--- src/rtl/snake_kbd_pkg.sv ---
// Shared constants for the keyboard move queue: direction codes, scancodes, parser states.
// Latency: n/a (package only).
// Backpressure: n/a.
package snake_kbd_pkg;

  // Direction codes driven on move
  localparam logic [2:0] MV_NONE  = 3'd0;
  localparam logic [2:0] MV_UP    = 3'd1;
  localparam logic [2:0] MV_DOWN  = 3'd2;
  localparam logic [2:0] MV_LEFT  = 3'd3;
  localparam logic [2:0] MV_RIGHT = 3'd4;

  // PS/2 set-2 scancodes
  localparam logic [7:0] SC_EXT   = 8'hE0;
  localparam logic [7:0] SC_BRK   = 8'hF0;
  localparam logic [7:0] SC_UP    = 8'h75;
  localparam logic [7:0] SC_DOWN  = 8'h72;
  localparam logic [7:0] SC_LEFT  = 8'h6B;
  localparam logic [7:0] SC_RIGHT = 8'h74;
  localparam logic [7:0] SC_SPACE = 8'h29;
  localparam logic [7:0] SC_W     = 8'h1D;
  localparam logic [7:0] SC_S     = 8'h1B;
  localparam logic [7:0] SC_A     = 8'h1C;
  localparam logic [7:0] SC_D     = 8'h23;

  typedef enum logic [1:0] {
    ST_IDLE,
    ST_EXT,
    ST_BRK,
    ST_EXT_BRK
  } parse_state_t;

  // 180-degree counterpart of a direction; NONE maps to NONE
  function automatic logic [2:0] opposite(input logic [2:0] dir);
    case (dir)
      MV_UP:    opposite = MV_DOWN;
      MV_DOWN:  opposite = MV_UP;
      MV_LEFT:  opposite = MV_RIGHT;
      MV_RIGHT: opposite = MV_LEFT;
      default:  opposite = MV_NONE;
    endcase
  endfunction

endpackage

--- src/rtl/kbd_move_queue_if.sv ---
// Byte-in / direction-out bundle between the PS/2 receiver, game tick and snake logic.
// Latency: n/a (wires only).
// Backpressure: none; byte_valid and step are strobes, the queue absorbs bursts.
interface kbd_move_queue_if #(parameter int QUEUE_DEPTH = 2);
  logic [7:0]                   byte_data;
  logic                         byte_valid;
  logic                         step;
  logic [2:0]                   move;
  logic                         pause;
  logic [$clog2(QUEUE_DEPTH):0] q_count;
  logic                         drop;

  modport master (output byte_data, byte_valid, step,
                  input  move, pause, q_count, drop);
  modport slave  (input  byte_data, byte_valid, step,
                  output move, pause, q_count, drop);
endinterface

--- src/rtl/move_fifo.sv ---
// Small synchronous FIFO of direction codes with head and tail peek.
// Latency: push visible in count/tail the cycle after i_push; head is combinational.
// Backpressure: push while full is discarded unless a pop happens in the same cycle.
module move_fifo #(
  parameter int DEPTH = 2,
  parameter int W     = 3
) (
  input  logic                    clk,
  input  logic                    rst,
  input  logic                    i_push,
  input  logic [W-1:0]            i_push_dat,
  input  logic                    i_pop,
  output logic [W-1:0]            o_head,
  output logic [W-1:0]            o_tail,
  output logic [$clog2(DEPTH):0]  o_count,
  output logic                    o_full,
  output logic                    o_empty
);
  localparam int AW = $clog2(DEPTH);
  localparam logic [AW:0] PTR_ONE  = (AW+1)'(1);
  localparam logic [AW:0] CNT_FULL = (AW+1)'(DEPTH);

  logic [W-1:0] r_mem [DEPTH];
  logic [AW:0]  r_wr_ptr;
  logic [AW:0]  r_rd_ptr;
  logic [AW:0]  w_tail_ptr;
  logic         w_do_push;
  logic         w_do_pop;

  // pointers carry one extra wrap bit so full and empty are distinguishable
  assign o_count    = r_wr_ptr - r_rd_ptr;
  assign o_full     = (o_count == CNT_FULL);
  assign o_empty    = (o_count == '0);
  assign w_do_pop   = i_pop && !o_empty;
  assign w_do_push  = i_push && (!o_full || w_do_pop);
  assign w_tail_ptr = r_wr_ptr - PTR_ONE;
  assign o_head     = r_mem[r_rd_ptr[AW-1:0]];
  assign o_tail     = r_mem[w_tail_ptr[AW-1:0]];

  // pointer update; a same-cycle pop frees the slot the push lands in
  always_ff @(posedge clk) begin
    if (!rst) begin
      r_wr_ptr <= '0;
      r_rd_ptr <= '0;
    end else begin
      if (w_do_push) r_wr_ptr <= r_wr_ptr + PTR_ONE;
      if (w_do_pop)  r_rd_ptr <= r_rd_ptr + PTR_ONE;
    end
  end

  // storage needs no reset; entries are only read once counted
  always_ff @(posedge clk) begin
    if (w_do_push) r_mem[r_wr_ptr[AW-1:0]] <= i_push_dat;
  end

endmodule

--- src/rtl/kbd_move_queue.sv ---
// Scancode bytes -> snake direction commands with repeat/reversal filtering and a turn FIFO.
// Latency: move/pause/drop/q_count update one cycle after the byte_valid or step strobe.
// Backpressure: none upstream; a turn arriving with the FIFO full (and no pop) is dropped.
// Optional WASD_EN: when defined, W/S/A/D make codes steer like the arrow keys.
module kbd_move_queue
  import snake_kbd_pkg::*;
#(
  parameter int QUEUE_DEPTH    = 2,
  parameter int PREFIX_TIMEOUT = 2_500_000
) (
  input  logic              clk,
  input  logic              rst,
  kbd_move_queue_if.slave   bus
);
  localparam int CW = $clog2(QUEUE_DEPTH) + 1;
  localparam int TW = $clog2(PREFIX_TIMEOUT + 1);
  localparam logic [TW-1:0] TMO_LAST = TW'(PREFIX_TIMEOUT - 1);
  localparam logic [TW-1:0] TMO_ONE  = TW'(1);

  parse_state_t  r_state, w_state_nxt;
  logic [TW-1:0] r_tmo_cnt, w_tmo_nxt;
  logic          w_make, w_brk, w_ext;
  logic [8:0]    w_key;
  logic [2:0]    w_key_dir;
  logic          w_key_pause, w_known, w_repeat, w_act, w_accept;
  logic [8:0]    r_held_key;
  logic          r_held_vld;
  logic [2:0]    r_move;
  logic          r_pause, r_drop;
  logic [2:0]    w_head, w_tail, w_ref;
  logic [CW-1:0] w_count;
  logic          w_full, w_empty, w_pop;

  // parser state and prefix timeout counter
  always_ff @(posedge clk) begin
    if (!rst) begin
      r_state   <= ST_IDLE;
      r_tmo_cnt <= '0;
    end else begin
      r_state   <= w_state_nxt;
      r_tmo_cnt <= w_tmo_nxt;
    end
  end

  // parser next state: prefixes advance the FSM, everything else yields a make or break event
  always_comb begin
    w_state_nxt = r_state;
    w_tmo_nxt   = r_tmo_cnt;
    w_make      = 1'b0;
    w_brk       = 1'b0;
    if (bus.byte_valid) begin
      w_tmo_nxt = '0;
      case (r_state)
        ST_IDLE: begin
          if (bus.byte_data == SC_EXT)      w_state_nxt = ST_EXT;
          else if (bus.byte_data == SC_BRK) w_state_nxt = ST_BRK;
          else                              w_make = 1'b1;
        end
        ST_EXT: begin
          if (bus.byte_data == SC_BRK) begin
            w_state_nxt = ST_EXT_BRK;
          end else begin
            w_make      = 1'b1;
            w_state_nxt = ST_IDLE;
          end
        end
        default: begin
          w_brk       = 1'b1;
          w_state_nxt = ST_IDLE;
        end
      endcase
    end else if (r_state != ST_IDLE) begin
      // a stalled prefix gives up so a lost byte cannot poison the next key
      if (r_tmo_cnt == TMO_LAST) begin
        w_state_nxt = ST_IDLE;
        w_tmo_nxt   = '0;
      end else begin
        w_tmo_nxt = r_tmo_cnt + TMO_ONE;
      end
    end else begin
      w_tmo_nxt = '0;
    end
  end

  assign w_ext = (r_state == ST_EXT) || (r_state == ST_EXT_BRK);
  assign w_key = {w_ext, bus.byte_data};

  // key map: extended arrows steer, plain space pauses
  always_comb begin
    w_key_dir   = MV_NONE;
    w_key_pause = 1'b0;
    if (w_ext) begin
      case (bus.byte_data)
        SC_UP:    w_key_dir = MV_UP;
        SC_DOWN:  w_key_dir = MV_DOWN;
        SC_LEFT:  w_key_dir = MV_LEFT;
        SC_RIGHT: w_key_dir = MV_RIGHT;
        default:  w_key_dir = MV_NONE;
      endcase
    end else begin
      case (bus.byte_data)
        SC_SPACE: w_key_pause = 1'b1;
`ifdef WASD_EN
        SC_W:     w_key_dir = MV_UP;
        SC_S:     w_key_dir = MV_DOWN;
        SC_A:     w_key_dir = MV_LEFT;
        SC_D:     w_key_dir = MV_RIGHT;
`endif
        default:  w_key_pause = 1'b0;
      endcase
    end
  end

  assign w_known  = w_key_pause || (w_key_dir != MV_NONE);
  assign w_repeat = r_held_vld && (r_held_key == w_key);
  assign w_act    = w_make && w_known && !w_repeat;

  // reversal guard compares against the newest pending turn, or the live heading if none queued
  assign w_ref    = (w_count != '0) ? w_tail : r_move;
  assign w_accept = w_act && (w_key_dir != MV_NONE) &&
                    ((w_ref == MV_NONE) ||
                     ((w_key_dir != w_ref) && (w_key_dir != opposite(w_ref))));
  assign w_pop    = bus.step && !w_empty;

  move_fifo #(.DEPTH(QUEUE_DEPTH), .W(3)) u_fifo (
    .clk        (clk),
    .rst        (rst),
    .i_push     (w_accept),
    .i_push_dat (w_key_dir),
    .i_pop      (w_pop),
    .o_head     (w_head),
    .o_tail     (w_tail),
    .o_count    (w_count),
    .o_full     (w_full),
    .o_empty    (w_empty)
  );

  // registered outputs and held-key tracking
  always_ff @(posedge clk) begin
    if (!rst) begin
      r_move     <= MV_NONE;
      r_pause    <= 1'b0;
      r_drop     <= 1'b0;
      r_held_vld <= 1'b0;
      r_held_key <= '0;
    end else begin
      r_drop <= w_accept && w_full && !w_pop;
      if (w_pop) r_move <= w_head;
      if (w_act && w_key_pause) r_pause <= ~r_pause;
      if (w_act) begin
        r_held_vld <= 1'b1;
        r_held_key <= w_key;
      end else if (w_brk && r_held_vld && (r_held_key == w_key)) begin
        r_held_vld <= 1'b0;
      end
    end
  end

  assign bus.move    = r_move;
  assign bus.pause   = r_pause;
  assign bus.drop    = r_drop;
  assign bus.q_count = w_count;

endmodule

--- src/flat_wrapper.sv ---
// flat-port wrapper written by rule: the top's interface ports become plain ports
module kbd_move_queue_flat import snake_kbd_pkg::*;
#(
  parameter int QUEUE_DEPTH    = 2,
  parameter int PREFIX_TIMEOUT = 2_500_000
)
  (clk, rst, bus_byte_data, bus_byte_valid, bus_step, bus_move, bus_pause, bus_q_count, bus_drop);
  kbd_move_queue_if #(.QUEUE_DEPTH(QUEUE_DEPTH)) bus_i ();
  input  logic clk;
  input  logic rst;
  input wire logic [$bits(bus_i.byte_data)-1:0] bus_byte_data;
  input wire logic [$bits(bus_i.byte_valid)-1:0] bus_byte_valid;
  input wire logic [$bits(bus_i.step)-1:0] bus_step;
  output wire logic [$bits(bus_i.move)-1:0] bus_move;
  output wire logic [$bits(bus_i.pause)-1:0] bus_pause;
  output wire logic [$bits(bus_i.q_count)-1:0] bus_q_count;
  output wire logic [$bits(bus_i.drop)-1:0] bus_drop;
  assign bus_i.byte_data = bus_byte_data;
  assign bus_i.byte_valid = bus_byte_valid;
  assign bus_i.step = bus_step;
  assign bus_move = bus_i.move;
  assign bus_pause = bus_i.pause;
  assign bus_q_count = bus_i.q_count;
  assign bus_drop = bus_i.drop;
  kbd_move_queue #(.QUEUE_DEPTH(QUEUE_DEPTH), .PREFIX_TIMEOUT(PREFIX_TIMEOUT)) u_core (.clk(clk), .rst(rst), .bus(bus_i));
endmodule
--- config.mk ---
export PLATFORM = sky130hd
export DESIGN_NAME = kbd_move_queue_flat
export DESIGN_NICKNAME = d
export VERILOG_FILES = /design/src/rtl/snake_kbd_pkg.sv /design/src/rtl/kbd_move_queue_if.sv /design/src/rtl/move_fifo.sv /design/src/rtl/kbd_move_queue.sv /design/src/flat_wrapper.sv
export SDC_FILE = /design/constraint.sdc
export NUM_CORES = 1
export LEC_CHECK = 0
export CELL_PAD_IN_SITES_DETAIL_PLACEMENT = 2
export CELL_PAD_IN_SITES_GLOBAL_PLACEMENT = 2
export CORE_MARGIN = 2
export CORE_UTILIZATION = 36
export DETAILED_ROUTE_END_ITERATION = 7
export PLACE_DENSITY = 0.76
export SLEW_MARGIN = 20
export SYNTH_ARGS = -nofsm -noshare
export SYNTH_HDL_FRONTEND = slang
export SYNTH_SLANG_ARGS = --single-unit
--- constraint.sdc ---
create_clock -name clk -period 3.7 [get_ports clk]
set_input_delay 0.74 -clock clk [delete_from_list [all_inputs] [get_ports clk]]
set_output_delay 0.74 -clock clk [all_outputs]
set_load 0.03 [all_outputs]
==> results of run 1 <==
==> per-stage QoR <==
step                      power [W]  hold WS [ns]
after floorplan            0.000569         0.421
after global placement     0.000592         0.440
after detailed placement   0.000593         0.461
after CTS                  0.000992         0.474
after global routing        0.00101         0.508
final                      0.000974         0.471
==> layer usage <==
layer / part of all wire / global-route usage / vias to the layer above
met5: 0 / 0 / -
met4: 0.0047 / 0.0366 / 0
met3: 0.019 / 0.0314 / 2
met2: 0.51 / 0.319 / 17
met1: 0.47 / 0.249 / 1101
li1: - / - / 1081
==> synthesized netlist by cell type (2+ instances only) <==
library cell / n
a211oi_1: 2
a21boi_0: 3
a21boi_1: 3
a21oi_1: 2
a31oi_1: 2
and2_1: 6
and3_1: 4
buf_2: 3
clkbuf_1: 6
dfxtp_1: 43
edfxtp_1: 6
ha_1: 2
inv_1: 8
mux2i_1: 6
nand2_1: 21
nand2b_1: 3
nand3_1: 18
nand3b_1: 4
nand4_1: 6
nand4b_1: 2
nand4bb_1: 2
nor2_1: 33
nor2b_1: 4
nor3_1: 6
nor4_1: 5
nor4b_1: 2
o2111ai_1: 2
o211a_1: 3
o211ai_1: 5
o21a_1: 3
o21ai_0: 10
or3_1: 7
xnor2_1: 10
xor2_1: 22
==> worst reg2reg max path, stage by stage (launching register included) <==
cell      delay [ns]
dfxtp_1         0.59
inv_1           0.12
ha_1            0.23
xnor3_1         0.41
inv_2           0.12
or3_1           0.34
a221oi_1        0.25
a311o_1         0.22
a211oi_4        0.08
nor4_1          0.31
buf_4           0.18
==> registers in the layout (all words and copies together), names as in the netlist <==
name,count
u_core.bus.drop,1
u_core.bus.move,3
u_core.bus.pause,1
u_core.r_held_key,9
u_core.r_held_vld,1
u_core.r_state,2
u_core.r_tmo_cnt,22
u_core.u_fifo.r_mem,6
u_core.u_fifo.r_rd_ptr,2
u_core.u_fifo.r_wr_ptr,2
==> power by group <==
group	total [W]	switching, W	internal (W)
logic	0.0000450	0.0000231	0.0000220
registers	0.000536	0.000000224	0.000536
clock network	0.000393	0.000190	0.000203
==> logic make-up after synthesis <==
| logic type | count (synthesis) | synth area share |
|---|---|---|
| AND/OR/NAND/NOR | 131 | 0.269 |
| flip-flops | 49 | 0.398 |
| AO/OA/AOI/OAI | 47 | 0.144 |
| XOR/XNOR | 33 | 0.116 |
| buffers and inverters | 21 | 0.0359 |
| multiplexers | 7 | 0.0273 |
| adder cells (fa/ha/maj) | 2 | 0.00958 |
==> how the worst max path moves through the flow <==
stage,start,depth (start not counted),endpoint,slack [ns]
after floorplan,bus_byte_data[0],7,u_core.u_fifo.r_mem[1][0],0.74
after global placement,bus_byte_data[4],9,u_core.u_fifo.r_mem[1][1],0.32
after detailed placement,bus_byte_data[2],8,u_core.u_fifo.r_mem[1][1],0.25
after CTS,u_core.u_fifo.r_wr_ptr[0],10,u_core.u_fifo.r_mem[1][1],0.54
after global routing,u_core.u_fifo.r_wr_ptr[0],10,u_core.u_fifo.r_mem[1][1],0.33
final,u_core.u_fifo.r_wr_ptr[0],5,bus_q_count[1],0.55
==> cell type report <==
cell class | count | area share
multi-input cells | 220 | 0.487
clock inverters | 3 | 0.0144
well taps | 99 | 0.0408
inverters | 9 | 0.0111
repair buffers | 27 | 0.0816
flip-flops and latches | 49 | 0.343
clock buffers | 5 | 0.0227
==> metrics, run 1 <==
Worst-path clk slew=around 0.10 ns; outcome=finished clean; Critical Path Max Stage Delay=0.68 ns; synth top area cells=dfxtp_1 (33%), xor2_1 (7.4%), edfxtp_1 (6.9%); dpl hpwl=roughly 5200 um; Hold Fails Final Rpt=0; CTS buffer count=5; fill count=836; VDD IR max=a little under 200 uV; worst endpoint required time=a little under 3 ns; critical path class=reg2out; RSZ-0062 raised after global routing=false; clk_lat worst skew=~0.3 ns; setup ws final=roughly 0.55 ns; final std cells w/o fill=roughly 410; DRC viols=0; largest net degree at the start of global routing=23; worst-margin pin slew=around 0.42 ns; sequential standard cell area=about 0.0010 mm2; I/O pin total=19; max-slew violations=0; Hold Crit Class=reg2reg; commonest non-fill, non-tap cell in the layout=dfxtp_1; fin nets=between 300 and 400; placed cell count=404; Rel. slew slack=0.719; clock sinks=between 40 and 50; arrival time at the worst endpoint=2.41 ns; Finished Core Util=0.425; Congestion Overflow GR=0; critical path's top delay family=buffers and inverters; Starting Density=0.366; Crit. End Element=primary output; count of flip-flops with a built-in enable after synthesis=6; final period utilization=0.851; die area=0.00795 mm2; CP startpoint kind=flip-flop; CP Buf/Inv Count=3; max cap viols=0; growth of design area from synthesis to finish=16.2%; via/cell ratio=about 5.3; Max clock buf depth=2; largest area contributor in the netlist=dfxtp_1; slowest CP cell=clkdlybuf4s50_1; P per Cell Area=between 300 and 400 mW/mm2; Pre-antenna DRT Iters=4; Syn. warnings=0; crit path max fanout=10; setup TNS=0 ns; postcts setup bufs=0; diode count=0; H-tree Lvls=2; fmax=0.318 GHz; gpl congestion=about 0.79; syn_area_per_cell=roughly 9.0 um2; Place WS=approximately 0.25 ns; initial antenna violation count=0; layout cell share with drive strength beyond 1=0.0927; DRT Wirelength=between 6000 and 7000 um; synth unique cells=60; fraction of registers with async set/reset=0; vias in the first global route=2220; origin of the critical flop-to-flop path=u_core.u_fifo.r_wr_ptr[0]; GRT Util Overall=0.186; placement-stage cell area=between 0.002 and 0.003 mm2; RR Endpoint=u_core.u_fifo.r_mem[1][1]; CTS Hold Buffers Added=0; hold path start=u_core.r_held_key[7]; Synth Instances=between 200 and 300; Hold Path Depth=2; post-cts sizing count=0; Hold Path End=u_core.r_held_key[7]; 1st-iter DRT viols=41; CTS tree=yes; global-route wire length before repair=about 11000 um; Lkg Pwr=roughly 1.0 nW; core area=~0.0071 mm2; Die H=89.2 um; Clock Tree Root=clkbuf_8; synthesized cell area=~0.0026 mm2; IO buf count=18; row count=31; Clock Skews=slightly below 0.007 ns; worst reg2reg path depth=10; final setup vio count=0; crit-path cells=inv_1 -> ha_1 -> xnor3_1 -> inv_2 -> clkdlybuf4s50_1; most frequent cells in the layout=dfxtp_1 (43), nor2_1 (33), xor2_1 (22); post-synthesis register bit count=slightly below 50; Via Count=between 2000 and 2500; Yosys top cell area share=0.330; Final ANT Viol Nets=0; Final min period=3.15 ns; top_reg_cell synth=dfxtp_1; WL/cell=around 17 um; cell area after layout=~0.003 mm2; Seq/Total Area, Yosys=0.398; Multi-input gate area=~0.0015 mm2; die width=89.2 um; Syn Nets=304; r2r setup slk=roughly 0.57 ns
(Power assumes the default switching activity.)
==> run 2, diff against run 1 <==
--- a/config.mk
+++ b/config.mk
@@ -5,9 +5,10 @@
 export SDC_FILE = /design/constraint.sdc
 export NUM_CORES = 1
 export LEC_CHECK = 0
+export CAP_MARGIN = 20
 export CELL_PAD_IN_SITES_DETAIL_PLACEMENT = 2
 export CELL_PAD_IN_SITES_GLOBAL_PLACEMENT = 2
-export CORE_MARGIN = 2
+export CORE_MARGIN = 3
 export CORE_UTILIZATION = 36
 export DETAILED_ROUTE_END_ITERATION = 7
 export PLACE_DENSITY = 0.76
==> run 2 against run 1 <==
Effect of this change: critical path depth grew 2; clock skew grew 0.0053 ns; largest cell class unchanged; largest power group unchanged; die area grew 4.5%; clock power grew 2%; first-iteration DRC count grew 120%; final cell count shrank 0.73%; worst setup slack lost 0.11 ns.
==> metrics, run 2 (synthesized netlist as in run 1, its figures left out) <==
clock sinks=just under 50; die width=between 90 and 100 um; Lkg Pwr=slightly above 1 nW; internal power=around 0.0008 W; DRC viols=0; CP startpoint kind=primary input; Final ANT Viol Nets=0; I/O pin total=19; P per Cell Area=around 320 mW/mm2; CTS tree=yes; fmax=between 0.3 and 0.4 GHz; clk_lat worst skew=0.30 ns; critical path's top delay family=simple AND/OR/NAND/NOR gates; global-route wire length before repair=approximately 12000 um; critical path class=in2reg; Clock power frac=0.408; most frequent cells in the layout=dfxtp_1 (43), nor2_1 (33), xor2_1 (22); postcts setup bufs=0; CP Buf/Inv Count=1; CTS Hold Buffers Added=0; DRT Wirelength=roughly 7000 um; final setup vio count=0; post-cts sizing count=0; max reg flops=22; Crit. End Element=flip-flop; final std cells w/o fill=between 400 and 500; Sequential Power Share=0.548; worst endpoint required time=around 3.7 ns; largest net degree at the start of global routing=23; crit-path cells=clkdlybuf4s50_1 -> nand4b_1 -> or3_1 -> a221oi_1 -> a311o_1 -> a211oi_4 -> nor4_1; Congestion Overflow GR=0; arrival time at the worst endpoint=approximately 3.2 ns; setup TNS=0 ns; initial antenna violation count=0; CTS buffer count=5; Via Count=2200; RSZ-0062 raised after global routing=false; switching fraction of total power=0.205; gpl congestion=just under 0.8; max cap viols=0; NetSw=between 0.0002 and 0.00025 W; diode count=0; commonest non-fill, non-tap cell in the layout=dfxtp_1; Finished Core Util=0.440; GRT Util Overall=0.174; Clock Tree Root=clkbuf_8; Place WS=0.120 ns; combinational cell fraction of total power=0.044; Critical Path Max Stage Delay=just over 0.6 ns; Hold Fails Final Rpt=0; via/cell ratio=5.38; setup ws final=0.442 ns; layout cell share with drive strength beyond 1=0.0895; Hold Crit Class=reg2reg; worst-margin pin slew=approximately 0.64 ns; slowest CP cell=nor4_1; vias in the first global route=2357; growth of design area from synthesis to finish=16.2%; row count=30; max-slew violations=0; placed cell count=between 400 and 500; H-tree Lvls=2; Biggest register=u_core.r_tmo_cnt; 1st-iter DRT viols=91; Die H=91.2 um; crit path max fanout=7; final period utilization=0.880; Final min period=around 3.3 ns; Pre-antenna DRT Iters=4; Max clock buf depth=2; Starting Density=0.378; Worst-path clk slew=roughly 0.09 ns; Clock Skews=0.0121 ns; IO buf count=18; WL/cell=roughly 17 um; die area=0.00831 mm2; Tot Pwr=just under 0.001 W; VDD IR max=between 150 and 200 uV; Rel. slew slack=0.571; dpl hpwl=5180 um; fin nets=roughly 330; outcome=finished clean; core area=0.00691 mm2
run 2: layout make-up:
class                   instances  area [um2]
fillers                       801        3870
multi-input cells             220        1480
flip-flops and latches         49        1040
repair buffers                 27         248
well taps                      96         120
clock buffers                   7        86.3
inverters                       9        33.8
clock inverters                 1        30.0
run 2: layer usage:
layer  wire (um)  global-route usage  vias to the layer above
met3         181              0.0290                        5
met1        3190               0.228                     1095
met2        3430               0.299                       24
met5           0                   0                        -
met4          69              0.0415                        0
li1            -                   -                     1076
run 2: tightest hold or removal path, stage by stage (launching register included):
cell and delay, ns:
dfxtp_1 0.33, nand2_1 0.06, nor2_1 0.03
run 2: power by group through the flow:
| stage | clock network, W | registers [W] | logic (W) |
|---|---|---|---|
| after floorplan | 0 | 0.000549 | 0.0000206 |
| after global placement | 0 | 0.000549 | 0.0000431 |
| after detailed placement | 0 | 0.000549 | 0.0000437 |
| after CTS | 0.000414 | 0.000536 | 0.0000441 |
| after global routing | 0.000441 | 0.000537 | 0.0000475 |
| final | 0.000400 | 0.000536 | 0.0000436 |
run 2: worst paths after layout:
| kind | cells after the start | from | end | slack [ns] |
|---|---|---|---|---|
| worst max-delay path | 7 | bus_byte_data[2] | u_core.u_fifo.r_mem[1][2] | 0.44 |
| worst min-delay path | 2 | u_core.r_held_key[7] | u_core.r_held_key[7] | 0.45 |
| worst max register to register | 7 | u_core.u_fifo.r_rd_ptr[0] | u_core.u_fifo.r_mem[1][2] | 0.68 |
| worst min register to register | 2 | u_core.r_held_key[7] | u_core.r_held_key[7] | 0.45 |
run 2: per-stage QoR:
| stage | instance area (um2) | hold WS [ns] |
|---|---|---|
| after floorplan | 2610 | 0.421 |
| after CTS | 3040 | 0.462 |
| after detailed placement | 2920 | 0.448 |
| final | 3040 | 0.452 |
| after global routing | 3040 | 0.498 |
| after global placement | 2920 | 0.441 |
